**src/rtl/multicycle_ctrl.sv**
```systemverilog
// Multicycle LEGv8 control FSM: sequences the shared ALU / unified memory / register file
// over several cycles per instruction, with a req/ack memory handshake and a retire counter.
module multicycle_ctrl #(
   parameter int CNT_W = 32
) (
   input  logic             clk,
   input  logic             reset,
   input  logic [10:0]      Op,
   input  logic             Zero,
   input  logic             mem_ack,
   output logic             PCWrite,
   output logic             PCSrc,
   output logic             IorD,
   output logic             IRWrite,
   output logic             MemRead,
   output logic             MemWrite,
   output logic             Reg2Loc,
   output logic             ALUSrc,
   output logic [1:0]       ALUOp,
   output logic             MemtoReg,
   output logic             RegWrite,
   output logic             illegal,
   output logic [CNT_W-1:0] retired
);

   typedef enum logic [3:0] {
      S_FETCH, S_DECODE, S_EX_R, S_EX_MEM, S_EX_CBZ,
      S_MEM_RD, S_MEM_WR, S_WB_R, S_WB_LD, S_TRAP
   } state_t;

   state_t state, nxt;
   logic   retire;
   logic   is_ldur, is_stur, is_cbz, is_r;

   assign is_ldur = (Op == 11'b111_1100_0010);
   assign is_stur = (Op == 11'b111_1100_0000);
   assign is_cbz  = (Op[10:3] == 8'b1011_0100);
   assign is_r    = (Op == 11'b100_0101_1000) || (Op == 11'b110_0101_1000) ||
                    (Op == 11'b100_0101_0000) || (Op == 11'b101_0101_0000);

   always_ff @(posedge clk) begin
      if (reset) begin
         state   <= S_FETCH;
         retired <= '0;
         illegal <= 1'b0;
      end else begin
         state <= nxt;
         if (retire) retired <= retired + CNT_W'(1);
         // TRAP is only left through reset, so the flag stays set until then
         if (nxt == S_TRAP) illegal <= 1'b1;
      end
   end

   always_comb begin
      nxt      = state;
      retire   = 1'b0;
      PCWrite  = 1'b0;
      PCSrc    = 1'b0;
      IorD     = 1'b0;
      IRWrite  = 1'b0;
      MemRead  = 1'b0;
      MemWrite = 1'b0;
      Reg2Loc  = 1'b0;
      ALUSrc   = 1'b0;
      ALUOp    = 2'b00;
      MemtoReg = 1'b0;
      RegWrite = 1'b0;
      case (state)
         S_FETCH: begin
            MemRead = 1'b1;
            if (mem_ack) begin
               IRWrite = 1'b1;
               PCWrite = 1'b1;
               nxt     = S_DECODE;
            end
         end
         S_DECODE: begin
            Reg2Loc = is_stur || is_cbz;
            if (is_r)                     nxt = S_EX_R;
            else if (is_ldur || is_stur)  nxt = S_EX_MEM;
            else if (is_cbz)              nxt = S_EX_CBZ;
            else                          nxt = S_TRAP;
         end
         S_EX_R: begin
            ALUOp = 2'b10;
            nxt   = S_WB_R;
         end
         S_EX_MEM: begin
            ALUSrc  = 1'b1;
            Reg2Loc = is_stur;
            if (is_ldur)      nxt = S_MEM_RD;
            else if (is_stur) nxt = S_MEM_WR;
            else              nxt = S_TRAP;
         end
         S_EX_CBZ: begin
            Reg2Loc = 1'b1;
            ALUOp   = 2'b01;
            PCSrc   = 1'b1;
            PCWrite = Zero;
            retire  = 1'b1;
            nxt     = S_FETCH;
         end
         S_MEM_RD: begin
            MemRead = 1'b1;
            IorD    = 1'b1;
            if (mem_ack) nxt = S_WB_LD;
         end
         S_MEM_WR: begin
            MemWrite = 1'b1;
            IorD     = 1'b1;
            Reg2Loc  = 1'b1;
            if (mem_ack) begin
               retire = 1'b1;
               nxt    = S_FETCH;
            end
         end
         S_WB_R: begin
            RegWrite = 1'b1;
            retire   = 1'b1;
            nxt      = S_FETCH;
         end
         S_WB_LD: begin
            RegWrite = 1'b1;
            MemtoReg = 1'b1;
            retire   = 1'b1;
            nxt      = S_FETCH;
         end
         default: nxt = S_TRAP;
      endcase
      // controls are squelched combinationally while reset is held
      if (reset) begin
         PCWrite  = 1'b0;
         PCSrc    = 1'b0;
         IorD     = 1'b0;
         IRWrite  = 1'b0;
         MemRead  = 1'b0;
         MemWrite = 1'b0;
         Reg2Loc  = 1'b0;
         ALUSrc   = 1'b0;
         ALUOp    = 2'b00;
         MemtoReg = 1'b0;
         RegWrite = 1'b0;
      end
   end

endmodule

```
**config.mk**
```make
export PLATFORM = sky130hd
export DESIGN_NAME = multicycle_ctrl
export DESIGN_NICKNAME = d
export VERILOG_FILES = /design/src/rtl/multicycle_ctrl.sv
export SDC_FILE = /design/constraint.sdc
export NUM_CORES = 1
export LEC_CHECK = 0
export CAP_MARGIN = 40
export CORE_MARGIN = 1.5
export CORE_UTILIZATION = 52
export CTS_CLUSTER_SIZE = 24
export DETAILED_ROUTE_END_ITERATION = 10
export PLACE_DENSITY = 0.86
export SYNTH_ARGS = -nofsm -noshare
export SYNTH_HDL_FRONTEND = slang
export SYNTH_SLANG_ARGS = --single-unit
```
**constraint.sdc**
```tcl
create_clock -name clk -period 3.42 [get_ports clk]
set_clock_uncertainty 0.15 [all_clocks]
set_input_delay 0.342 -clock clk [delete_from_list [all_inputs] [get_ports clk]]
set_output_delay 0.342 -clock clk [all_outputs]
set_load 0.005 [all_outputs]
```
==> results of run 1 <==
report_power, final:
part           internal (mW)  leakage (nW)  switching, mW  total, mW
sequential             0.436         0.298        0.00961      0.445
combinational         0.0448         0.623         0.0413     0.0862
clock                  0.237        0.0574          0.162      0.399
final cells by class:
class | count | area share, %
repair buffers | 61 | 21.3
inverters | 7 | 0.922
well taps | 50 | 2.20
multi-input cells | 202 | 45.4
flip-flops and latches | 37 | 26.0
clock inverters | 2 | 1.32
clock buffers | 6 | 2.90
synthesized netlist by cell type, types with 2 or more instances:
| master | n | area share, % |
|---|---|---|
| dfxtp_1 | 37 | 35 |
| o21ai_0 | 25 | 5.9 |
| a21oi_1 | 24 | 5.6 |
| nor2_1 | 24 | 4.2 |
| nand2_1 | 18 | 3.2 |
| or3_1 | 15 | 4.4 |
| clkbuf_1 | 13 | 2.3 |
| xor2_1 | 10 | 4.1 |
| and3_1 | 7 | 2.1 |
| inv_1 | 7 | 1.2 |
| nor3_1 | 6 | 1.4 |
| o2111ai_1 | 6 | 2.5 |
| nand3_1 | 5 | 1.2 |
| nor2b_1 | 5 | 1.5 |
| o211ai_1 | 5 | 1.8 |
| nand2b_1 | 4 | 1.2 |
| and4_1 | 3 | 1.2 |
| buf_2 | 3 | 0.70 |
| nand4_1 | 3 | 0.88 |
| o31ai_1 | 3 | 1.1 |
| or4b_1 | 3 | 1.4 |
| xnor2_1 | 3 | 1.2 |
| a21boi_0 | 2 | 0.70 |
| a31oi_1 | 2 | 0.59 |
| buf_4 | 2 | 0.70 |
| nor4_1 | 2 | 0.59 |
| nor4_4 | 2 | 2.0 |
| nor4bb_1 | 2 | 0.94 |
| o211a_1 | 2 | 0.94 |
| or2_2 | 2 | 0.59 |
stage by stage:
stage	total power, mW	hold WS [ns]	cell area, um^2	utilization [%]
2_1_floorplan	0.500	0.322	2130	-
3_3_place_gp	0.540	0.320	2720	68.6
3_5_place_dp	0.541	0.333	2720	68.6
4_1_cts	0.937	0.344	2840	71.6
5_1_grt	0.967	0.371	2850	71.7
6_report	0.930	0.340	2850	71.7
metal layers:
metal	part of all wire (%)	wire, um	vias to the layer above	global-route usage, %
met5	0	0	-	0
met4	0.99	49	0	6.89
met3	4.2	208	6	4.05
met2	49	2410	60	39.9
met1	46	2270	954	30.7
li1	-	-	1062	-
registers in the layout (all words and copies together), names as in the netlist:
register and count:
illegal 1, retired 32, state 4
kinds of logic after synthesis:
kind of cell | after synthesis | share of synthesized area [%]
compound gates | 76 | 22.4
simple gates | 111 | 31.6
flops | 37 | 34.7
fa+ha+maj | 1 | 0.586
xor+xnor | 13 | 5.34
mux | 1 | 0.469
buf+inv | 25 | 4.93
worst paths after layout:
| path | startpoint | endpoint | depth (start not counted) |
|---|---|---|---|
| setup / recovery | Op[3] | Reg2Loc | 7 |
| hold / removal | illegal | illegal | 2 |
| setup reg to reg | state[2] | retired[28] | 5 |
| hold reg to reg | illegal | illegal | 2 |
critical path, delay by kind of cell:
family / cells / cell delay [ns]
AOI/OAI and AO/OA: 2 / 0.26
buffers and inverters: 2 / 0.96
and+or+nand+nor: 3 / 1.12
==> flow_summary.toml, run 1 <==
[status]
run_status = "finished, final reports clean"

[worst_hold_path]
hp-class = "reg2reg"

[floorplanning]
pin_count = 60
die_y_um = 67.1
die_area_um2 = 4500
initial_utilization_pct = 53.7
die_x_um = 67.1
fp-row-count = 23
fp.coreArea_um2 = 3970

[synthesis]
synth_nets = 280
yosysWarnings = 0
synthCells = 264
seq_area_frac_synth_pct = 34.7
synth-seq-cells = 37
synth_edf_count = 0
synth_cell_types = 49
syn_area_um2 = 2130
async_reset_ff_share_pct = 0
avgSynthCellArea_um2 = 8.08
ys.flop_type = "dfxtp_1"

[detailed_routing]
drc = 0
wl_per_cell_um = 13.5
final_antenna_net_count = 0
vias = 2082
dr.pass1.iters = 4
drt_iter0_drc = 176
finalWirelength_mm = 4.95
viasPerCell = 5.70

[clock_tree]
cts_tree = "built"
clkTransAtPathRegs_ns = 0.07
clockRootBuffer = "clkbuf_8"
cts_resized = 0
clock_latency_ns = 0.29
htreeDepth = 2
cts.path.max_buffers = 2
tritoncts.num_buffers = 5
cts_setup_buffers = 0
cts.hold.buffers_added = 0
clkSinkCount = 37

[layout]
layout-drive-gt1-share_pct = 6.67
multiInputGateArea_um2 = 1290
antennaDiodeCount = 0
fill_cells = 314
area_growth_pct = 33.5
final_nets = 330
final_cells = 365
seq_area_um2 = 741
final_common_cell = "clkdlybuf4s50_1"
mostFrequentLayoutCells = "clkdlybuf4s50_1, dfxtp_1, o21ai_0, nor2_1, a21oi_1"

[critical_path]
worstPathCellList = "clkdlybuf4s50_1 > or4b_1 > or4b_4 > nor2_1 > o21ai_0 > a21boi_0 > clkdlybuf4s50_1"
endpoint_kind = "output port"
path_class = "in2out"
cp_max_fo = 3
cp-start-kind = "primary input"
crit_path_top_delay_cell = "or4b_1"
crit_top_cell = "clkdlybuf4s50_1"
worst_ep_required_time_ns = 2.93
max_stage_delay_ns = 0.52
arrival_ns = 2.68
reg2reg_slack_ns = 0.73

[pwr]
ir_drop_uv = 247
p_leak_nw = 0.979
p_per_area_nw_per_um2 = 327

[placement]
port_buffers = 59
post-place-ws_ns = 0.221
gp_congestion = 0.807
dp_hpwl_mm = 3.35
dp.cells = 357

[timing]
min_period_over_period_pct = 92.7
max_freq_ghz = 0.315
period_minus_slack_ns = 3.17
finalSetupViolCount = 0
setup_slack_ns = 0.248
max_slew_margin_pct = 43.3
tns_ns = 0
hold_viol_final = 0
maxSlewViolCount = 0
rsz0062_at_grt = "false"
tightest_slew_ns = 0.847

[global_route]
track_usage_pct = 23.7
grt_overflow_total = 0
grt_max_degree = 42
grt_pass1_wl_mm = 8.31
grt_pass1_vias = 1847
antenna_found_initial = 0

[run]
maxCapViolations = 0
No activity file was read; power rests on OpenSTA's default activity.
==> run 2, diff against run 1 <==
Clock period 3.42 ns to 4.01 ns, I/O delays scaled along.
==> run 2 against run 1 <==
Sequential share of layout area grew 0.16 points. Sequential cell count unchanged. Non-clock buffer count down 1. Clock power decreased by 16%. Wire length decreased by 1.6%. Clock-buffer cell count rose by 1. Global-route usage fell by 0.53 points. Design area fell by 0.61%. Final cell count fell by 0.27%.
==> flow_summary.toml, run 2 (synthesis gave the netlist of run 1 again) <==
[critical_path]
arrival_ns = 2.80
reg2reg_to = "retired[28]"
reg2reg_depth = 5
worst_ep_required_time_ns = 3.46
cp_max_fo = 3
rr_startpoint = "state[2]"
reg2reg_slack_ns = 1.34
endpoint_kind = "output port"
path_class = "in2out"
cp-start-kind = "primary input"

[worst_hold_path]
min-delay-start = "illegal"
hp-class = "reg2reg"
whs_path_depth = 2
min_to = "illegal"

[timing]
period_minus_slack_ns = 3.35
setup_slack_ns = 0.660
max_freq_ghz = 0.299
tns_ns = 0
maxSlewViolCount = 0
finalSetupViolCount = 0
hold_viol_final = 0
max_slew_margin_pct = 44.9
rsz0062_at_grt = "false"
min_period_over_period_pct = 83.5
tightest_slew_ns = 0.822

[clock_tree]
clkSinkCount = 37
clockRootBuffer = "clkbuf_8"
cts.path.max_buffers = 2
cts_resized = 0
htreeDepth = 2
clkTransAtPathRegs_ns = 0.07
cts_tree = "built"
tritoncts.num_buffers = 5
cts.hold.buffers_added = 0
clock_latency_ns = 0.29
cts_setup_buffers = 0

[floorplanning]
fp.coreArea_um2 = 3970
initial_utilization_pct = 53.7
fp-row-count = 23
die_area_um2 = 4500
die_x_um = 67.1
pin_count = 60
die_y_um = 67.1

[detailed_routing]
finalWirelength_mm = 4.87
dr.pass1.iters = 4
wl_per_cell_um = 13.4
drt_iter0_drc = 181
vias = 2133
final_antenna_net_count = 0
viasPerCell = 5.86
drc = 0

[global_route]
antenna_found_initial = 0
grt_pass1_vias = 1857
track_usage_pct = 23.1
grt_pass1_wl_mm = 8.14
grt_max_degree = 42
grt_overflow_total = 0

[layout]
antennaDiodeCount = 0
top_register = "retired"
mostFrequentLayoutCells = "clkdlybuf4s50_1, dfxtp_1, o21ai_0, nor2_1, a21oi_1"
largest_reg_flops = 32
layout-drive-gt1-share_pct = 5.73
final_nets = 329
area_growth_pct = 32.7
final_common_cell = "clkdlybuf4s50_1"
reg.largest.list = "retired (32), state (4), illegal (1)"

[placement]
dp_hpwl_mm = 3.45
post-place-ws_ns = 0.669
port_buffers = 59
gp_congestion = 0.837

[pwr]
p_per_area_nw_per_um2 = 278
p_leak_nw = 0.975
power_frac_seq_pct = 48.2
p_sw_mw = 0.176
switching_share_pct = 22.4
power_frac_comb_pct = 9.3
ir_drop_uv = 225
clkPwrFrac_pct = 42.5
intPower_mw = 0.612

[status]
run_status = "finished, final reports clean"

[run]
maxCapViolations = 0
## run 2: cell types whose count changed in the layout (fill, tap and decap cells not counted)
cell	change
clkinvlp_4	-1
nor4_1	+1
clkbuf_1	+1
nor4_2	-1
buf_4	-1
## run 2: cell type report
| type | instances | area, um^2 |
|---|---|---|
| flip-flops and latches | 37 | 741 |
| well taps | 50 | 62.6 |
| fillers | 321 | 1140 |
| multi-input cells | 202 | 1290 |
| repair buffers | 60 | 598 |
| clock buffers | 7 | 86.3 |
| inverters | 7 | 26.3 |
| clock inverters | 1 | 30.0 |
## run 2: power groups by stage
stage | Clock (mW) | Combinational [mW] | Sequential (mW)
after detailed placement | 0 | 0.0732 | 0.389
after global routing | 0.355 | 0.0805 | 0.381
final | 0.335 | 0.0734 | 0.380
after global placement | 0 | 0.0714 | 0.388
after CTS | 0.336 | 0.0737 | 0.380
after floorplan | 0 | 0.0432 | 0.383
## run 2: worst max path at each step
stage               start  endpoint  slack [ns]
floorplan           Op[3]   Reg2Loc        1.69
global placement    Op[3]   Reg2Loc        0.74
detailed placement  Op[3]   Reg2Loc        0.67
CTS                 Op[0]   Reg2Loc        0.66
global route        Op[6]   Reg2Loc        0.53
finish              Op[3]   Reg2Loc        0.66
## run 2: layer usage
| metal | share of wire (%) | vias up | global-route usage, % |
|---|---|---|---|
| met1 | 44 | 997 | 28.9 |
| li1 | - | 1056 | - |
| met3 | 5.7 | 7 | 5.24 |
| met2 | 50 | 73 | 39.9 |
| met5 | 0 | - | 0 |
| met4 | 0.86 | 0 | 5.87 |
## run 2: stage by stage
step | hold WS, ns | instances | utilization [%] | power [mW] | instance area (um^2)
2_1_floorplan | 0.322 | 264 | - | 0.427 | 2130
3_3_place_gp | 0.322 | 356 | 68.4 | 0.459 | 2720
3_5_place_dp | 0.330 | 356 | 68.4 | 0.462 | 2720
4_1_cts | 0.346 | 364 | 71.3 | 0.790 | 2830
5_1_grt | 0.366 | 364 | 71.3 | 0.816 | 2830
6_report | 0.339 | 364 | 71.3 | 0.789 | 2830
## run 2: critical path, stage by stage
cell and delay, ns:
clkdlybuf4s50_1 0.45, or4b_1 0.53, or4b_4 0.51, nor2_1 0.10, o21ai_0 0.08, a21boi_0 0.20
clkdlybuf4s50_1 0.54
==> run 3, diff against run 2 <==
Settings changed: CORE_UTILIZATION 52 to 48, PLACE_DENSITY 0.86 to 0.8.
Clock period 4.01 ns to 3.3 ns, I/O delays scaled along.
==> run 3 against run 2 <==
Worst hold slack improved by 0.0038 ns. Final cell count increased by 1.1%. First-iteration DRC count decreased by 19%. Sequential cell count unchanged. Global-route usage decreased by 2.5 points. Sequential power increased by 22%. Core utilization decreased by 5.4 points. Register-to-register slack got worse by 0.61 ns.
==> flow_summary.toml, run 3 (synthesis gave the netlist of run 1 again) <==
[run]
maxCapViolations = 0

[layout]
fin_util_pct = 65.9
top_register = "retired"
seq_area_um2 = 741
fill_cells = 381
multiInputGateArea_um2 = 1290
layout-drive-gt1-share_pct = 6.33
final_common_cell = "clkdlybuf4s50_1"
final_nets = 331
area_growth_pct = 33.5
largest_reg_flops = 32
antennaDiodeCount = 0
reg.largest.list = "retired (32), state (4), illegal (1)"
mostFrequentLayoutCells = "clkdlybuf4s50_1, dfxtp_1, o21ai_0, nor2_1, a21oi_1"

[pwr]
switching_share_pct = 22.3
p_sw_mw = 0.214
p_per_area_nw_per_um2 = 336
power_frac_seq_pct = 48.2
ir_drop_uv = 329
clkPwrFrac_pct = 42.5
total_power_mw = 0.958
intPower_mw = 0.744
p_leak_nw = 0.986
power_frac_comb_pct = 9.2

[detailed_routing]
dr.pass1.iters = 4
drc = 0
finalWirelength_mm = 4.95
vias = 2138
drt_iter0_drc = 147
wl_per_cell_um = 13.4
viasPerCell = 5.81
final_antenna_net_count = 0

[clock_tree]
cts_resized = 0
tritoncts.num_buffers = 5
cts.hold.buffers_added = 0
clock_latency_ns = 0.29
clkTransAtPathRegs_ns = 0.08
cts_tree = "built"
clkSinkCount = 37
cts_setup_buffers = 0
clockRootBuffer = "clkbuf_8"
cts.path.max_buffers = 2
htreeDepth = 2

[critical_path]
crit_cells = 7
crit_top_cell = "clkdlybuf4s50_1"
worst_ep_required_time_ns = 2.82
cp_max_fo = 3
critPathBufInv = 2
cp-start-kind = "primary input"
endpoint_kind = "output port"
crit_path_top_delay_cell = "or4b_1"
crit_family = "simple AND/OR/NAND/NOR gates"
arrival_ns = 2.67
path_class = "in2out"
worstPathCellList = "clkdlybuf4s50_1 > or4b_1 > or4b_4 > nor2_1 > o21ai_0 > a21boi_0 > clkdlybuf4s50_1"
reg2reg_depth = 5
max_stage_delay_ns = 0.53

[floorplanning]
fp-row-count = 24
die_area_um2 = 4850
initial_utilization_pct = 49.3
pin_count = 60
die_y_um = 69.7
die_x_um = 69.7
fp.coreArea_um2 = 4320

[timing]
finalSetupViolCount = 0
maxSlewViolCount = 0
max_freq_ghz = 0.317
max_slew_margin_pct = 44.4
rsz0062_at_grt = "false"
tightest_slew_ns = 0.831
hold_viol_final = 0
hold_slack_ns = 0.343
tns_ns = 0
min_period_over_period_pct = 95.5
period_minus_slack_ns = 3.15

[worst_hold_path]
hp-class = "reg2reg"
whs_path_depth = 2

[placement]
port_buffers = 59
dp_hpwl_mm = 3.37
gp_congestion = 0.812

[status]
run_status = "finished, final reports clean"

[global_route]
antenna_found_initial = 0
track_usage_pct = 20.6
grt_pass1_vias = 1869
grt_max_degree = 42
grt_pass1_wl_mm = 8.34
grt_overflow_total = 0
-- run 3: power by group through the flow --
| stage | sequential [mW] | combinational, mW | clock (mW) |
|---|---|---|---|
| after floorplan | 0.466 | 0.0525 | 0 |
| after global placement | 0.472 | 0.0879 | 0 |
| after detailed placement | 0.472 | 0.0877 | 0 |
| after CTS | 0.461 | 0.0885 | 0.415 |
| after global routing | 0.463 | 0.0970 | 0.432 |
| final | 0.462 | 0.0885 | 0.407 |
-- run 3: per-layer routing --
layer  share of wire, %  track usage [%]
met5                  0                0
met4                1.4             6.62
met3                4.1             4.22
met2                 47             34.0
met1                 48             27.3
-- run 3: cell type report --
class / instances / area share, %
Clock buffer: 7 / 3.03
Clock inverter: 1 / 1.05
Inverter: 7 / 0.922
Multi-Input combinational cell: 202 / 45.2
Sequential cell: 37 / 26.0
Tap cell: 52 / 2.28
Timing Repair Buffer: 62 / 21.5
-- run 3: worst paths after layout --
path                     from     endpoint  slack, ns
hold / removal    retired[31]  retired[31]       0.34
hold reg to reg   retired[31]  retired[31]       0.34
setup reg to reg     state[1]  retired[28]       0.73
setup / recovery        Op[3]      Reg2Loc       0.15
-- run 3: worst register-to-register path, stage by stage (launching register included) --
cell and delay [ns]:
dfxtp_1 0.43, or2_1 0.39, nor2_4 0.37, o211ai_1 0.42
or4b_1 0.59, a21oi_1 0.16
-- run 3: per-stage QoR --
stage	setup WS, ns	instances	instance area, um^2
after global placement	0.157	360	2730
after CTS	0.145	368	2850
after detailed placement	0.145	360	2730
after floorplan	1.13	264	2130
final	0.149	368	2850
after global routing	0.0569	368	2850
